--- config.mk ---
export PLATFORM = sky130hd
export DESIGN_NAME = chunked_serial_adder
export DESIGN_NICKNAME = d
export VERILOG_FILES = /design/src/rtl/chunked_serial_adder.sv
export SDC_FILE = /design/constraint.sdc
export NUM_CORES = 1
export LEC_CHECK = 0
export CAP_MARGIN = 15
export CORE_ASPECT_RATIO = 1.5
export CORE_MARGIN = 2
export CORE_UTILIZATION = 51
export CTS_CLUSTER_DIAMETER = 30
export DETAILED_ROUTE_END_ITERATION = 6
export PLACE_DENSITY = 0.8
export SYNTH_ARGS = -nofsm -noshare
export SYNTH_HDL_FRONTEND = slang
export SYNTH_SLANG_ARGS = --single-unit
export TNS_END_PERCENT = 50
--- constraint.sdc ---
create_clock -name clk -period 3.85 [get_ports clk]
set_clock_uncertainty 0.15 [all_clocks]
set_input_delay 0.385 -clock clk [delete_from_list [all_inputs] [get_ports clk]]
set_output_delay 0.385 -clock clk [all_outputs]
set_load 0.01 [all_outputs]
--- src/rtl/chunked_serial_adder.sv ---
// -----------------------------------------------------------------------------
// chunked_serial_adder
//
// Multi-cycle adder/subtractor. Two WIDTH-bit operands are combined CHUNK bits
// per clock, least-significant chunk first. Each chunk is a CHUNK-bit ripple of
// full adders; a carry register links one chunk to the next, so a WIDTH-bit
// add costs NCHUNK = WIDTH/CHUNK cycles of a CHUNK-bit adder.
//
// Handshakes (both sides): a transfer happens on a rising clk edge where
// valid and ready are both high. The producer keeps its data stable while
// valid is high and ready is low; the consumer may raise or drop ready freely.
// in_ready and out_valid are registered and never depend combinationally on
// in_valid or out_ready.
//
// Ports
//   clk        in   1      rising-edge clock
//   rst_n      in   1      asynchronous active-low reset
//   in_valid   in   1      operands valid
//   in_ready   out  1      block can accept operands (IDLE only)
//   a, b       in   WIDTH  operands
//   cin        in   1      carry-in (add) / borrow-in (sub)
//   sub        in   1      0: a+b+cin, 1: a-b-cin
//   out_valid  out  1      result valid
//   out_ready  in   1      consumer accepts result
//   sum        out  WIDTH  result modulo 2^WIDTH (meaningful while out_valid)
//   cout       out  1      raw carry out of the MSB (sub: 1 = no borrow)
//   ovf        out  1      two's-complement signed overflow
//   busy       out  1      high in RUN and DONE
//   dbg_state  out  2      current FSM state (IDLE=0, RUN=1, DONE=2)
// -----------------------------------------------------------------------------
module chunked_serial_adder #(
  parameter int WIDTH = 32,
  parameter int CHUNK = 4
) (
  input  logic             clk,
  input  logic             rst_n,
  input  logic             in_valid,
  output logic             in_ready,
  input  logic [WIDTH-1:0] a,
  input  logic [WIDTH-1:0] b,
  input  logic             cin,
  input  logic             sub,
  output logic             out_valid,
  input  logic             out_ready,
  output logic [WIDTH-1:0] sum,
  output logic             cout,
  output logic             ovf,
  output logic             busy,
  output logic [1:0]       dbg_state
);

  localparam int NCHUNK = WIDTH / CHUNK;
  localparam int IDXW   = (NCHUNK > 1) ? $clog2(NCHUNK) : 1;
  localparam logic [IDXW-1:0] LAST_IDX = IDXW'(NCHUNK - 1);

  localparam logic [1:0] S_IDLE = 2'd0;
  localparam logic [1:0] S_RUN  = 2'd1;
  localparam logic [1:0] S_DONE = 2'd2;

  // Reject parameter sets that would leave a partial chunk at the top.
  if (CHUNK < 1 || CHUNK > WIDTH || (WIDTH % CHUNK) != 0) begin : g_param_check
    $error("chunked_serial_adder: WIDTH must be a positive multiple of CHUNK");
  end

  // ---------------------------------------------------------------------------
  // State
  // ---------------------------------------------------------------------------
  logic [1:0]       state_q,     state_d;
  logic [WIDTH-1:0] a_q,         a_d;
  logic [WIDTH-1:0] b_q,         b_d;      // b already inverted for subtract
  logic             carry_q,     carry_d;
  logic [IDXW-1:0]  idx_q,       idx_d;
  logic [WIDTH-1:0] sum_q,       sum_d;
  logic             cout_q,      cout_d;
  logic             ovf_q,       ovf_d;
  logic             in_ready_q,  in_ready_d;
  logic             out_valid_q, out_valid_d;
  logic             busy_q,      busy_d;

  // ---------------------------------------------------------------------------
  // Chunk datapath: one CHUNK-bit ripple adder shared by every chunk.
  // rip[i] is the carry into bit i of the current chunk, so for the top chunk
  // rip[CHUNK-1] is the carry into the operand MSB and rip[CHUNK] the carry out.
  // ---------------------------------------------------------------------------
  logic [CHUNK-1:0] a_chunk;
  logic [CHUNK-1:0] b_chunk;
  logic [CHUNK-1:0] s_chunk;
  logic [CHUNK:0]   rip;

  always_comb begin
    a_chunk = a_q[int'(idx_q)*CHUNK +: CHUNK];
    b_chunk = b_q[int'(idx_q)*CHUNK +: CHUNK];
    s_chunk = '0;
    rip     = '0;
    rip[0]  = carry_q;
    for (int i = 0; i < CHUNK; i++) begin
      s_chunk[i] = a_chunk[i] ^ b_chunk[i] ^ rip[i];
      rip[i+1]   = (a_chunk[i] & b_chunk[i]) | (rip[i] & (a_chunk[i] ^ b_chunk[i]));
    end
  end

  // ---------------------------------------------------------------------------
  // FSM and register next-state
  // ---------------------------------------------------------------------------
  always_comb begin
    state_d     = state_q;
    a_d         = a_q;
    b_d         = b_q;
    carry_d     = carry_q;
    idx_d       = idx_q;
    sum_d       = sum_q;
    cout_d      = cout_q;
    ovf_d       = ovf_q;
    in_ready_d  = in_ready_q;
    out_valid_d = out_valid_q;
    busy_d      = busy_q;

    case (state_q)
      S_IDLE: begin
        // in_ready comes up one edge after reset release and stays up in IDLE.
        in_ready_d = 1'b1;
        if (in_valid && in_ready_q) begin
          a_d        = a;
          // Subtraction as a + ~b + ~borrow: inverting b and the borrow-in
          // turns a-b-cin into a plain add with the same ripple hardware.
          b_d        = sub ? ~b : b;
          carry_d    = sub ^ cin;
          idx_d      = '0;
          in_ready_d = 1'b0;
          busy_d     = 1'b1;
          state_d    = S_RUN;
        end
      end

      S_RUN: begin
        sum_d[int'(idx_q)*CHUNK +: CHUNK] = s_chunk;
        carry_d = rip[CHUNK];
        idx_d   = idx_q + IDXW'(1);
        if (idx_q == LAST_IDX) begin
          cout_d      = rip[CHUNK];
          ovf_d       = rip[CHUNK] ^ rip[CHUNK-1];
          idx_d       = '0;
          out_valid_d = 1'b1;
          state_d     = S_DONE;
        end
      end

      S_DONE: begin
        // Result registers are untouched here, so they hold while stalled.
        if (out_valid_q && out_ready) begin
          out_valid_d = 1'b0;
          busy_d      = 1'b0;
          in_ready_d  = 1'b1;
          state_d     = S_IDLE;
        end
      end

      default: begin
        state_d     = S_IDLE;
        in_ready_d  = 1'b0;
        out_valid_d = 1'b0;
        busy_d      = 1'b0;
      end
    endcase
  end

  always_ff @(posedge clk or negedge rst_n) begin
    if (!rst_n) begin
      state_q     <= S_IDLE;
      a_q         <= '0;
      b_q         <= '0;
      carry_q     <= 1'b0;
      idx_q       <= '0;
      sum_q       <= '0;
      cout_q      <= 1'b0;
      ovf_q       <= 1'b0;
      in_ready_q  <= 1'b0;
      out_valid_q <= 1'b0;
      busy_q      <= 1'b0;
    end else begin
      state_q     <= state_d;
      a_q         <= a_d;
      b_q         <= b_d;
      carry_q     <= carry_d;
      idx_q       <= idx_d;
      sum_q       <= sum_d;
      cout_q      <= cout_d;
      ovf_q       <= ovf_d;
      in_ready_q  <= in_ready_d;
      out_valid_q <= out_valid_d;
      busy_q      <= busy_d;
    end
  end

  // ---------------------------------------------------------------------------
  // Outputs
  // ---------------------------------------------------------------------------
  assign in_ready  = in_ready_q;
  assign out_valid = out_valid_q;
  assign sum       = sum_q;
  assign cout      = cout_q;
  assign ovf       = ovf_q;
  assign busy      = busy_q;
  assign dbg_state = state_q;

endmodule
==> flow_metrics.tcl <==
set metrics [dict create \
    synth_top_area_cell "dfrtp_1" \
    synth_top_cell_area_share 0.5174 \
    wl_per_cell_um 15.98 \
    htreeDepth 3 \
    syn_nets 561 \
    grt_start_max_net_pins 82 \
    syn_area_per_cell_sq_um 10.78 \
    cts_hold_buf 1 \
    grt_overflow 0 \
    synth_area_leaders "dfrtp_1 (52%), nand2_1 (11%), mux4_2 (7.0%)" \
    dp_worst_setup_slack_ns 0.3212 \
    tns_ns 0 \
    multi_input_area_sq_um 2333 \
    die_w_um 86.25 \
    num_antenna_cells 0 \
    grt_pass1_wl_um 18590 \
    max_cap_viol_count 0 \
    via_per_inst 5.374 \
    worst_ep_required_time_ns 3.94 \
    firstDrtPassIters 4 \
    min_path_type "reg2reg" \
    dpl_cell_area_sq_um 6344 \
    routed_wl_um 11190 \
    drt.antenna.violating_nets 0 \
    critPathKind "reg2reg" \
    synthesis.area_sq_um 5175 \
    timing.final.crit_share 0.9154 \
    grt_setup_unrepaired "no" \
    cts_buffers 9 \
    routabilityCongestion 0.8531 \
    ir_drop_mv 0.4501 \
    final_nets 660 \
    num_rows 45 \
    grtUsageTotal 0.2198 \
    route.detailed.drc 0 \
    yosysSeqAreaShare 0.5174 \
    layout_setup_ws_ns 0.3256 \
    die_y_um 127.4 \
    ys_ff_latch 107 \
    r2r_cells 12 \
    fin_crit_ns 3.524 \
    clk_latency_ns 0.35 \
    clock_sinks 107 \
    path_clk_slew_ns 0.07 \
    p_total_w 0.005528 \
    ys_types 35 \
    antenna_found_initial 0 \
    final_cell_mix "nand2_1 (149), dfrtp_1 (107), clkdlybuf4s50_1 (106)" \
    cp-end-kind "register" \
    portBuffers 108 \
    drive_above_1_share 0.1286 \
    status "completed" \
    dp_hpwl_um 8713 \
    final_util 0.6649 \
    placeableCoreArea_sq_um 10020 \
    cp.arrival_ns 3.61 \
    initial_core_util 0.5164 \
    clockBufferDepth 2 \
    nFillCells 769 \
    tritoncts "done" \
    post_cts_resized 0 \
    io_pins 109 \
    synthCells 480 \
    cp-start-kind "register" \
    slew_headroom 0.3494 \
    cp_max_fo 7 \
    die_area_sq_um 10990 \
    whs_path_depth 2 \
    finalHoldViolCount 0 \
    syn_to_final_growth_pct 28.77 \
    p_leak_nw 3.071 \
    layout_commonest_cell "nand2_1" \
    fmax_mhz 283.7 \
    power_density_nw_per_um2 829.5 \
    tightestPinTransition_ns 0.9737 \
    finalSetupViolations 0 \
    dr.first_iter.drc_count 240 \
    vias 3762 \
    cts_root_buf "clkbuf_16" \
    final_area_sq_um 6664 \
    cts_setup_buffers 0 \
    synth-warning-count 0 \
    seqCellArea_sq_um 2678 \
    grt_pass1_vias 3865 \
    slew_viol_final 0 \
]
## sequential cells by signal (all words and copies together), names as in the netlist
name       count
dbg_state      2
sum           32
b_q           32
a_q           32
in_ready       1
ovf            1
cout           1
out_valid      1
busy           1
carry_q        1
idx_q          3
## worst max-delay path, stage by stage, from the launching register on
cell,delay [ns]
dfrtp_1,0.52
mux4_2,0.56
mux2i_1,0.21
fa_1,0.21
inv_1,0.05
fa_1,0.36
inv_1,0.08
fa_1,0.21
inv_1,0.07
fa_1,0.48
nand2b_1,0.17
nor2_1,0.08
mux2_2,0.27
## worst paths after layout
check                         start       to  slack [ns]
max                        idx_q[0]  sum[15]        0.33
min                         a_q[26]  a_q[26]        0.32
max reg2reg                idx_q[0]  sum[15]        0.33
min reg2reg                 a_q[26]  a_q[26]        0.32
max in group asynchronous     rst_n   sum[6]        2.26
min in group asynchronous     rst_n  b_q[13]        0.46
## cells by family (layout without fill, tap and decap cells)
logic type / after synthesis / in the layout / synth area share
xor gates and xnor gates: 34 / 34 / 0.05754
and+or+nand+nor: 187 / 187 / 0.1584
muxes: 53 / 53 / 0.1482
DFF: 107 / 107 / 0.5174
adders and majority gates: 11 / 11 / 0.03240
AOI/OAI and AO/OA: 46 / 46 / 0.04836
buffers and inverters: 42 / 145 / 0.03771
## report_power, final
group	internal, W	leakage (nW)	switching (W)
sequential	0.00161	1.36	0.000360
clock	0.000585	0.150	0.000376
combinational	0.00127	1.56	0.00132
total	0.00347	3.07	0.00206
## layer usage
| layer | GRT usage | vias to the layer above | share of wire |
|---|---|---|---|
| li1 | - | 1794 | - |
| met1 | 0.2518 | 1833 | 0.38 |
| met2 | 0.3958 | 115 | 0.55 |
| met3 | 0.04457 | 20 | 0.044 |
| met4 | 0.09007 | 0 | 0.024 |
| met5 | 0 | - | 0 |
## area by class of cell
type                    instances  share of cell area
flip-flops and latches        107              0.4018
clock inverters                 2            0.009012
well taps                     117             0.02197
multi-input cells             331              0.3502
repair buffers                118              0.1727
inverters                      12            0.006759
clock buffers                  13             0.03755
## cells in the mapped netlist
cell type,n
o21ai_0,37
buf_6,1
a221o_1,1
ha_1,7
nand2b_1,6
nor4bb_1,1
nor3_2,3
a31oi_1,1
nand3b_1,1
o31ai_1,2
and2b_1,1
inv_1,11
clkbuf_1,9
dfrtp_1,107
nor2_1,8
nor4b_4,1
o2bb2ai_1,1
xnor2_1,32
nor3_1,8
xor2_1,2
fa_1,4
mux2i_1,8
inv_2,1
a21oi_1,3
or3_1,1
nand3_1,2
mux2_2,29
nand2_1,149
clkbuf_2,1
buf_2,17
nand4bb_1,2
nand4b_1,4
buf_4,2
mux4_2,16
o211a_1,1
## metrics by stage
step                cells  hold slack (ns)
floorplan             480         -0.06059
global placement      684           0.3090
detailed placement    684           0.3091
CTS                   700           0.3246
global route          700           0.3576
finish                700           0.3239
Power figures use the tool's default switching activity.
